--- config.mk ---
export PLATFORM = sky130hd
export DESIGN_NAME = pipeline_run_ctrl
export DESIGN_NICKNAME = d
export VERILOG_FILES = /design/src/rtl/pipeline_run_ctrl_pkg.sv /design/src/rtl/run_cycle_counter.sv /design/src/rtl/pipeline_run_ctrl.sv
export SDC_FILE = /design/constraint.sdc
export NUM_CORES = 1
export LEC_CHECK = 0
export ABC_AREA = 1
export BUFFER_PORTS_ARGS = -buffer_cell sky130_fd_sc_hd__buf_4
export CELL_PAD_IN_SITES_DETAIL_PLACEMENT = 1
export CELL_PAD_IN_SITES_GLOBAL_PLACEMENT = 1
export CORE_MARGIN = 2
export CORE_UTILIZATION = 38
export CTS_CLUSTER_SIZE = 20
export DETAILED_ROUTE_END_ITERATION = 16
export PLACE_DENSITY = 0.85
export SYNTH_ARGS = -nofsm -noshare
export SYNTH_HDL_FRONTEND = slang
export SYNTH_SLANG_ARGS = --single-unit
--- constraint.sdc ---
create_clock -name Clock -period 3.2 [get_ports Clock]
set_input_delay 0.64 -clock Clock [delete_from_list [all_inputs] [get_ports Clock]]
set_output_delay 0.64 -clock Clock [all_outputs]
set_load 0.005 [all_outputs]
--- src/rtl/pipeline_run_ctrl_pkg.sv ---
// Shared definitions for the pipeline run controller: FSM state encodings and
// debug command codes, also used by the CPU top and the testbench.
package pipeline_run_ctrl_pkg;

  typedef enum logic [1:0] {
    ST_HALTED   = 2'b00,
    ST_RUNNING  = 2'b01,
    ST_STEPPING = 2'b10
  } run_state_e;

  typedef enum logic [1:0] {
    OP_NOP  = 2'b00,
    OP_RUN  = 2'b01,
    OP_HALT = 2'b10,
    OP_STEP = 2'b11
  } cmd_op_e;

  localparam int unsigned RUN_CNT_W = 32;

endpackage

--- src/rtl/run_cycle_counter.sv ---
// Free-running cycle counter with enable and asynchronous clear; wraps at 2^32.
module run_cycle_counter
  import pipeline_run_ctrl_pkg::*;
(
  input  logic                 clk,
  input  logic                 rst_n,
  input  logic                 en_i,
  output logic [RUN_CNT_W-1:0] count_o
);

  logic [RUN_CNT_W-1:0] count_q;

  // NOTE: sequential state is always written with <= so every flop samples pre-edge values.
  always_ff @(posedge clk or negedge rst_n) begin
    if (!rst_n) begin
      count_q <= '0;
    end else if (en_i) begin
      count_q <= count_q + RUN_CNT_W'(1);
    end
  end

  assign count_o = count_q;

endmodule

--- src/rtl/pipeline_run_ctrl.sv ---
// Debug run/halt/step controller for the CPU pipeline with a single PC breakpoint.
// run_stall is combinational so a breakpoint stops the fetch of bp_addr itself.
module pipeline_run_ctrl
  import pipeline_run_ctrl_pkg::*;
#(
  parameter logic        RESET_RUN = 1'b1,
  parameter int unsigned STEP_W    = 8
) (
  input  logic                 Clock,
  input  logic                 Resetn,
  input  logic                 cmd_valid,
  input  logic [1:0]           cmd_op,
  input  logic [STEP_W-1:0]    cmd_arg,
  output logic                 cmd_ready,
  input  logic                 bp_en,
  input  logic [31:0]          bp_addr,
  input  logic [31:0]          PC,
  output logic                 run_stall,
  output logic                 halted,
  output logic                 bp_hit,
  output logic                 step_done,
  output logic [RUN_CNT_W-1:0] run_cycles
);

  localparam run_state_e        RESET_STATE = RESET_RUN ? ST_RUNNING : ST_HALTED;
  localparam logic [STEP_W-1:0] STEP_ONE    = STEP_W'(1);

  run_state_e        state_q, state_d;
  logic [STEP_W-1:0] step_cnt_q, step_cnt_d;
  logic              bp_skip_q, bp_skip_d;
  logic              bp_hit_q, bp_hit_d;
  logic              step_done_q, step_done_d;
  logic              halted_q, halted_d;
  logic              match;
  logic              cmd_accept;
  cmd_op_e           op;

  assign op         = cmd_op_e'(cmd_op);
  assign match      = bp_en && (PC == bp_addr) && !bp_skip_q;
  assign run_stall  = (state_q == ST_HALTED) || match;
  assign cmd_ready  = (state_q != ST_STEPPING);
  assign cmd_accept = cmd_valid && cmd_ready;

  always_comb begin
    // NOTE: every variable gets a default first so no path leaves it unassigned (no latches).
    state_d     = state_q;
    step_cnt_d  = step_cnt_q;
    bp_skip_d   = bp_skip_q;
    bp_hit_d    = bp_hit_q;
    step_done_d = 1'b0;

    if (!run_stall) begin
      bp_skip_d = 1'b0;
    end

    case (state_q)
      ST_HALTED: begin
        // Leaving HALTED arms the skip so a resume at bp_addr executes it once.
        if (cmd_accept && op == OP_RUN) begin
          state_d   = ST_RUNNING;
          bp_hit_d  = 1'b0;
          bp_skip_d = 1'b1;
        end else if (cmd_accept && op == OP_STEP) begin
          state_d    = ST_STEPPING;
          step_cnt_d = (cmd_arg == '0) ? STEP_ONE : cmd_arg;
          bp_hit_d   = 1'b0;
          bp_skip_d  = 1'b1;
        end
      end
      ST_RUNNING: begin
        if (match) begin
          state_d  = ST_HALTED;
          bp_hit_d = 1'b1;
        end else if (cmd_accept && op == OP_HALT) begin
          state_d = ST_HALTED;
        end
      end
      ST_STEPPING: begin
        // Without a match run_stall is low here, so each cycle retires one step.
        if (match) begin
          state_d    = ST_HALTED;
          bp_hit_d   = 1'b1;
          step_cnt_d = '0;
        end else if (step_cnt_q == STEP_ONE) begin
          state_d     = ST_HALTED;
          step_cnt_d  = '0;
          step_done_d = 1'b1;
        end else begin
          step_cnt_d = step_cnt_q - STEP_ONE;
        end
      end
      default: state_d = ST_HALTED;
    endcase

    halted_d = (state_d == ST_HALTED);
  end

  always_ff @(posedge Clock or negedge Resetn) begin
    if (!Resetn) begin
      state_q     <= RESET_STATE;
      step_cnt_q  <= '0;
      bp_skip_q   <= 1'b1;
      bp_hit_q    <= 1'b0;
      step_done_q <= 1'b0;
      halted_q    <= (RESET_STATE == ST_HALTED);
    end else begin
      state_q     <= state_d;
      step_cnt_q  <= step_cnt_d;
      bp_skip_q   <= bp_skip_d;
      bp_hit_q    <= bp_hit_d;
      step_done_q <= step_done_d;
      halted_q    <= halted_d;
    end
  end

  assign halted    = halted_q;
  assign bp_hit    = bp_hit_q;
  assign step_done = step_done_q;

  run_cycle_counter u_run_cnt (
    .clk     (Clock),
    .rst_n   (Resetn),
    .en_i    (!run_stall),
    .count_o (run_cycles)
  );

endmodule

Word-level counts from Yosys, hierarchy flattened. Cells that the tools add are included.

Register bits after elaboration: 46. Input bits: 78. Output and inout bits: 37. Word-level logic and storage cells: 61.

Add/subtract/negate cells: 2. Equal/unequal tests: 12. Multiplexer cells: 24. Reductions and logical operators: 16.

Operators by type and width (number): $mux 8 (5); $add 32x1->32 const B (1); $eq 32x32->1 (1); $pmux 8 s2 (1); $mux 2 (6); $mux 1 (10); $eq 8x1->1 const B (1); $logic_not 8->1 (1); $sub 8x1->8 const B (1); $eq 2x2->1 const B (3); $logic_and 1x1->1 (6); $pmux 2 s3 (1); $reduce_and 3->1 (2); $eq 2x1->1 const B (2); $logic_not 2->1 (2); $ne 2x1->1 const B (2); $ne 2x2->1 const B (2); $reduce_bool 2->1 (2); $ne 3x1->1 const B (1); $pmux 1 s2 (1); $reduce_or 2->1 (1); $logic_not 1->1 (1); $logic_or 1x1->1 (1).

Depth between registers and ports, before layout. Gate-level depths: netlist (run 1).

Depth in word-level cells: 8. Mapped depth: 14. Gate-level depth less buffers: 14.

Cells and area by module. Synthesis (run 1) repeated with hierarchy kept, for this count alone.

Cell total of the unflattened synthesis: 486. Area total of the unflattened synthesis: 3316.9 um^2.

By module, submodules not included: run_cycle_counter (instances 1, cells an instance 229, area each 1761.7 um^2, seq. area each 800.8 um^2); pipeline_run_ctrl (instances 1, cells an instance 257, area each 1555.2 um^2, seq. area each 352.8 um^2).

Least setup slack after synthesis (run 1). OpenSTA, ideal clock, no wires.

Path type: input -> output. Start: in bp_addr[30]. End: out run_stall. Arrival time: 1.520 ns. Data required time: 2.560 ns. Setup slack: 1.040 ns. Cell stages on the path: 10. Path buffers: 2. Cells stage by stage: inv_1 -> nand2_1 -> nand2_1 -> nor3_1 -> nand2_1 -> nor2_1 -> nand3_2 -> nand2_2 -> buf_6 -> buf_6.

Longest elaborated chain between the ends: 4.

Ends and longest elaborated chain: start: declaration (line pipeline_run_ctrl.sv:16) `input logic [31:0] bp_addr,`; $eq 32x32->1 (line pipeline_run_ctrl.sv:39) `assign match = bp_en && (PC == bp_addr) && !bp_skip_q;`; $logic_and 1x1->1 (2 in series) (line pipeline_run_ctrl.sv:39); $logic_or 1x1->1 (line pipeline_run_ctrl.sv:40) `assign run_stall = (state_q == ST_HALTED) || match;`; end: declaration (line pipeline_run_ctrl.sv:18) `output logic run_stall,`.

No other way between the ends.

Worst setup path after layout (run 1).
Start: in bp_addr[26]. End: out run_stall.

Same word-level chain as after synthesis.

==> metrics, run 1 <==
vias per cell 4.89; complex-gate fraction of the synthesized area 6.27%; final instance area 0.00440 sq mm; num rows 34; prevailing post-synth register cell dfrtp_1; net switching power 0.924 mW; die footprint 0.00953 sq mm; initial core utilization 38.8%; GPL Wtd Cong 0.827; CP Launch Type primary input; Cells after DPL 698; Crit-path slowest cell nand2_2; worst-case clock buffer depth 2; vias in the first global route 3609; fillers 1170; Tightest Pin Transition 0.583 ns; Post-Syn Nets 564; Post-Synth Adder-Cell Area 2.63%; library cell with the largest summed area after synthesis dfrtp_1; Root Buffer clkbuf_8; DRT iter0 DRCs 91; Sink Count 46; fmax 368 MHz; CP cell instances buf_4, xnor2_1, nand2_1, nor2_1, nand2_1, nor2_1, nand3_2, nand2_2, buf_4; post-DP HPWL 8280 um; R2R setup slack 1.09 ns; P&R area growth vs syn 32.0%; most numerous cell in the Yosys netlist nand2_1; Setup Skew 0.00925 ns; Tmin final 2.71 ns; Synth area leaders dfrtp_1 (33%), nand2_1 (15%), inv_1 (8.9%); Setup WS post-layout 0.485 ns; Synth top area share 33.1%; synthesized area 0.00333 sq mm; Core Footprint 0.00859 sq mm; DRT Pass-1 Iters 4; Place WS 0.424 ns; crit-path max cell delay 0.35 ns; Die Span Y 97.6 um; # Max-Cap Violations 0; IO buf count 114; main combinational cell family by area after synthesis simple AND/OR/NAND/NOR gates; critical path peak fanout 12; initial antenna violation count 0; largest net degree at the start of global routing 47; Switching Share 41.3%; Final Non-Filler Cells 706; leak pwr 2.33 nW; # diodes 0; Worst-path clk slew 0.08 ns; Clock Latency Late Sink 0.30 ns; syn_area_per_cell 6.95 sq um; Slew Limit Headroom 61.1%; CTS tree done; IO Pins 115; WL/cell 14.2 um; Total Routing Usage GR 21.6%; unrepaired setup endpoints after global routing no; Syn Inst Count 479; max-slew violations 0; internal power 1.31 mW; Async SR Flop Fraction 100%; synth unique cells 34; Ys Warns 0; final hold vios 0; Power Density 509 mW/mm^2; #FFs+latches synth 46; hold_buf cts 0; Num CTS Buffers 5; status completed; Hold/Removal Path Class in -> async; fraction of layout cells with a size suffix above 1 24.7%; final setup vio count 0; Via Count 3451; final hold slack 0.328 ns; Worst EP required 2.56 ns; DP Area 0.00430 sq mm; global route total overflow 0; period utilization 84.8%; post-CTS setup buffers 0; final antenna-violating net count 0; # resized after CTS 0; H-tree lvl count 2; sequential area share after synthesis 34.6%; commonest cells in the netlist nand2_1 (136), inv_1 (79), nor2_1 (47), dfrtp_1 (44), xor2_1 (25); Fin Setup TNS 0 ns; clock share of power 16.8%; Post-Synth XOR/XNOR Area 11.5%; Total Wirelength 10000 um; Seq pwr share 38.6%; Gate power share 44.6%; DRC 0; first-pass GRT wire length 17000 um; mux cell area share after synthesis 0%; number of synthesized flops with an enable pin 0; Setup crit end kind output port; CP Class in -> out; peak supply drop 0.359 mV; CP arrival 2.07 ns; Simple-Gate Fraction of Synth Area 34.2%; Chip Width 97.6 um; Final nets 682
final cells by class:
class                      instances  area (sq um)  share of cell area [%]
clock buffer                       6          82.6                    1.88
sequential                        46          1150                    26.2
clock inverter                     2          12.5                   0.285
multi-input combinational        343          1820                    41.4
timing repair buffer             117           878                    20.0
inverter                          84           315                    7.17
tap                              108           135                    3.07
power groups by stage:
stage / logic [mW] / clock network [mW] / registers, mW
after floorplan: 0.634 / 0 / 0.848
after global placement: 0.958 / 0 / 0.864
after detailed placement: 1.00 / 0 / 0.875
after CTS: 1.01 / 0.392 / 0.863
after global routing: 1.13 / 0.418 / 0.883
final: 0.999 / 0.377 / 0.864
state kept, by name, indices dropped and copies added (netlist names):
signal / cells
bp_hit: 1
bp_skip_q: 1
halted: 1
state_q: 2
step_cnt_q: 8
step_done: 1
u_run_cnt.count_o: 32
through the flow:
stage	power (mW)	util (%)
3_5_place_dp	1.88	50.1
4_1_cts	2.27	51.2
3_3_place_gp	1.82	50.1
2_1_floorplan	1.48	-
6_report	2.24	51.2
5_1_grt	2.44	51.2
kinds of logic (layout without fill, tap and decap cells):
| group | after synthesis | in the layout |
|---|---|---|
| and+or+nand+nor | 254 | 254 |
| buffers and inverters | 90 | 209 |
| xor gates and xnor gates | 43 | 43 |
| adders and majority gates | 7 | 7 |
| AOI/OAI and AO/OA | 39 | 39 |
| DFF | 46 | 46 |
placed cells by master, fill, tap and decap left out, drive strengths merged:
master,instances
o211ai,1
dfstp,2
a21oi,15
a31oi,1
xor2,26
o21ai,18
nor4,5
nand2,139
or2,2
nor2,51
inv,84
clkinv,1
a22oi,4
buf,117
clkinvlp,1
nand4,11
nand3,24
ha,7
dfrtp,44
xnor2,17
nor3b,1
nand3b,1
clkbuf,6
nor3,20
worst paths after layout:
kind	startpoint	endpoint	cells after the start
max in group asynchronous	Resetn	halted$_DFF_PN0_	1
setup / recovery	bp_addr[26]	run_stall	9
setup reg to reg	state_q[0]$_DFF_PN1_	step_cnt_q[0]$_DFFE_PN0P_	10
hold / removal	Resetn	u_run_cnt.count_o[22]$_DFFE_PN0P_	1
hold reg to reg	bp_skip_q$_DFF_PN1_	bp_skip_q$_DFF_PN1_	2
min in group Clock	bp_skip_q$_DFF_PN1_	bp_skip_q$_DFF_PN1_	2
layer usage:
metal | vias to the layer above | global-route usage [%] | share of wire (%)
li1 | 1716 | - | -
met1 | 1634 | 28.1 | 44
met2 | 97 | 39.2 | 51
met3 | 4 | 2.52 | 5.0
met4 | 0 | 3.42 | 0.54
met5 | - | 0 | 0
worst max-delay path: cells and delay by family:
family	cells	cell delay (ns)
buffers and inverters	2	0.29
xor gates and xnor gates	1	0.16
and+or+nand+nor	6	0.97
No activity file was read; power rests on OpenSTA's default activity.
==> inputs of run 2 (changes only) <==
--- a/config.mk
+++ b/config.mk
@@ -10,10 +10,10 @@
 export CELL_PAD_IN_SITES_DETAIL_PLACEMENT = 1
 export CELL_PAD_IN_SITES_GLOBAL_PLACEMENT = 1
 export CORE_MARGIN = 2
-export CORE_UTILIZATION = 38
+export CORE_UTILIZATION = 35
 export CTS_CLUSTER_SIZE = 20
 export DETAILED_ROUTE_END_ITERATION = 16
-export PLACE_DENSITY = 0.85
+export PLACE_DENSITY = 0.79
 export SYNTH_ARGS = -nofsm -noshare
 export SYNTH_HDL_FRONTEND = slang
 export SYNTH_SLANG_ARGS = --single-unit
==> constraint.sdc (replaced) <==
create_clock -name Clock -period 2.55 [get_ports Clock]
set_input_delay 0.51 -clock Clock [delete_from_list [all_inputs] [get_ports Clock]]
set_output_delay 0.51 -clock Clock [all_outputs]
set_load 0.005 [all_outputs]
==> metrics, run 2 (synthesis gave the netlist of run 1 again) <==
Setup Skew 0.0111 ns (+0.00180 ns); initial core utilization 36.0% (-2.7 points); Place WS 0.336 ns (-0.0879 ns); IO Pins 115 (unchanged); crit-path max cell delay 0.57 ns (+0.22 ns); peak supply drop 0.372 mV (+3.6%); Largest register FFs 32 (unchanged); Sink Count 46 (unchanged); Crit-path slowest cell dfstp_2; Setup crit end kind register; Crit path buffers/inverters 4 (+2); hold_buf cts 0 (unchanged); Num CTS Buffers 5 (unchanged); Total Wirelength 10200 um (+2.2%); Worst-path clk slew 0.10 ns (+0.02 ns); CP Launch Type register; critical path peak fanout 12 (unchanged); Root Buffer clkbuf_8; max-slew violations 0 (unchanged); DRT Pass-1 Iters 4 (unchanged); fmax 470 MHz; Util after Layout 48.2% (-3.0 points); Tightest Pin Transition 0.619 ns (+0.0364 ns); Final nets 684 (+0.29%); initial antenna violation count 0 (unchanged); leak pwr 2.35 nW (+0.55%); final hold vios 0 (unchanged); Via Count 3468 (+0.49%); Core Footprint 0.00924 sq mm (+7.5%); global route total overflow 0 (unchanged); # Max-Cap Violations 0 (unchanged); commonest non-fill, non-tap cell in the layout nand2_1; Tmin final 2.13 ns; fraction of layout cells with a size suffix above 1 24.8% (+0.084 points); Worst EP required 2.77 ns (+0.21 ns); H-tree lvl count 2 (unchanged); CP arrival 2.35 ns (+0.28 ns); CP cell instances inv_1, ha_1, inv_1, nand3_1, o21ai_0, o21ai_0, buf_4, inv_1, nor2_1, a31oi_1; WL/cell 14.0 um (-1.1%); CTS tree done; Clock Latency Late Sink 0.30 ns (about the same); period utilization 83.4%; Power Density 653 mW/mm^2 (+28%); die footprint 0.0103 sq mm (+8.2%); final setup vio count 0 (unchanged); post-CTS setup buffers 0 (unchanged); vias in the first global route 3558 (-1.4%); CP Class reg -> reg; Total Routing Usage GR 20.1% (-1.5 points); first-pass GRT wire length 16700 um (-1.7%); vias per cell 4.76 (-2.7%); largest net degree at the start of global routing 47 (unchanged); cell mode on critical path inv_1; Die Span Y 102 um (+4.0%); most frequent cells in the layout nand2_1 (136), buf_4 (119), inv_1 (79); Fin Setup TNS 0 ns (unchanged); final antenna-violating net count 0 (unchanged); worst-case clock buffer depth 2 (unchanged); unrepaired setup endpoints after global routing no; GPL Wtd Cong 0.819 (-0.99%); P&R area growth vs syn 33.7%; Setup WS post-layout 0.422 ns (-0.0634 ns); Slew Limit Headroom 58.7% (-2.4 points); IO buf count 114 (unchanged); DRT iter0 DRCs 107 (+18%); status completed; Largest delay share family, worst path flip-flops; Chip Width 102 um (+4.0%); Hold/Removal Path Class in -> async; Final Power 2.91 mW (+30%); # resized after CTS 0 (unchanged); num rows 35 (+2.9%); post-DP HPWL 8360 um (+1.0%); # diodes 0 (unchanged); DRC 0 (unchanged)
## run 2: cell types whose count changed in the layout (fill, tap and decap cells not counted)
cell	delta
clkinv_2	-1
clkbuf_8	-1
clkbuf_1	+1
buf_4	+2
bufinv_16	+1
## run 2: path summary, 6_finish.rpt
check                                          start                                 to  slack (ns)  cells past startpoint
worst min register to register   bp_skip_q$_DFF_PN1_                bp_skip_q$_DFF_PN1_        0.49                      2
min in group Clock               bp_skip_q$_DFF_PN1_                bp_skip_q$_DFF_PN1_        0.49                      2
worst max register to register  state_q[0]$_DFF_PN1_          step_cnt_q[0]$_DFFE_PN0P_        0.42                     10
worst max-delay path            state_q[0]$_DFF_PN1_          step_cnt_q[0]$_DFFE_PN0P_        0.42                     10
max in group asynchronous                     Resetn  u_run_cnt.count_o[11]$_DFFE_PN0P_        1.91                      1
worst min-delay path                          Resetn  u_run_cnt.count_o[24]$_DFFE_PN0P_        0.20                      1
## run 2: layout make-up
| cell class | count | area [sq um] |
|---|---|---|
| fill | 1234 | 4790 |
| multi-input combinational | 343 | 1820 |
| sequential | 46 | 1150 |
| timing repair buffer | 119 | 893 |
| inverter | 84 | 315 |
| tap | 129 | 161 |
| clock buffer | 6 | 72.6 |
| clock inverter | 2 | 37.5 |
## run 2: through the flow
| step | std cells | cell area (sq um) | hold WS [ns] |
|---|---|---|---|
| floorplan | 479 | 3330 | 0.214 |
| global placement | 721 | 4340 | 0.475 |
| detailed placement | 721 | 4340 | 0.475 |
| CTS | 729 | 4450 | 0.238 |
| global route | 729 | 4450 | 0.247 |
| finish | 729 | 4450 | 0.198 |
## run 2: worst reg2reg max path, cell delays in order (launching register included)
cell,delay [ns]
dfstp_2,0.57
inv_1,0.07
ha_1,0.23
inv_1,0.09
nand3_1,0.17
o21ai_0,0.27
o21ai_0,0.13
buf_4,0.20
inv_1,0.14
nor2_1,0.05
a31oi_1,0.14
## run 2: metal layers
| metal | routed length [um] | track usage (%) |
|---|---|---|
| met5 | 0 | 0 |
| met4 | 131 | 4.26 |
| met3 | 463 | 2.42 |
| met2 | 5020 | 35.7 |
| met1 | 4620 | 26.3 |
## run 2: report_power, final
part           total, mW  switching, mW  leakage [nW]  internal (mW)
registers           1.08          0.178         0.574          0.907
logic               1.26          0.727          1.72          0.536
clock network      0.558          0.265        0.0514          0.293
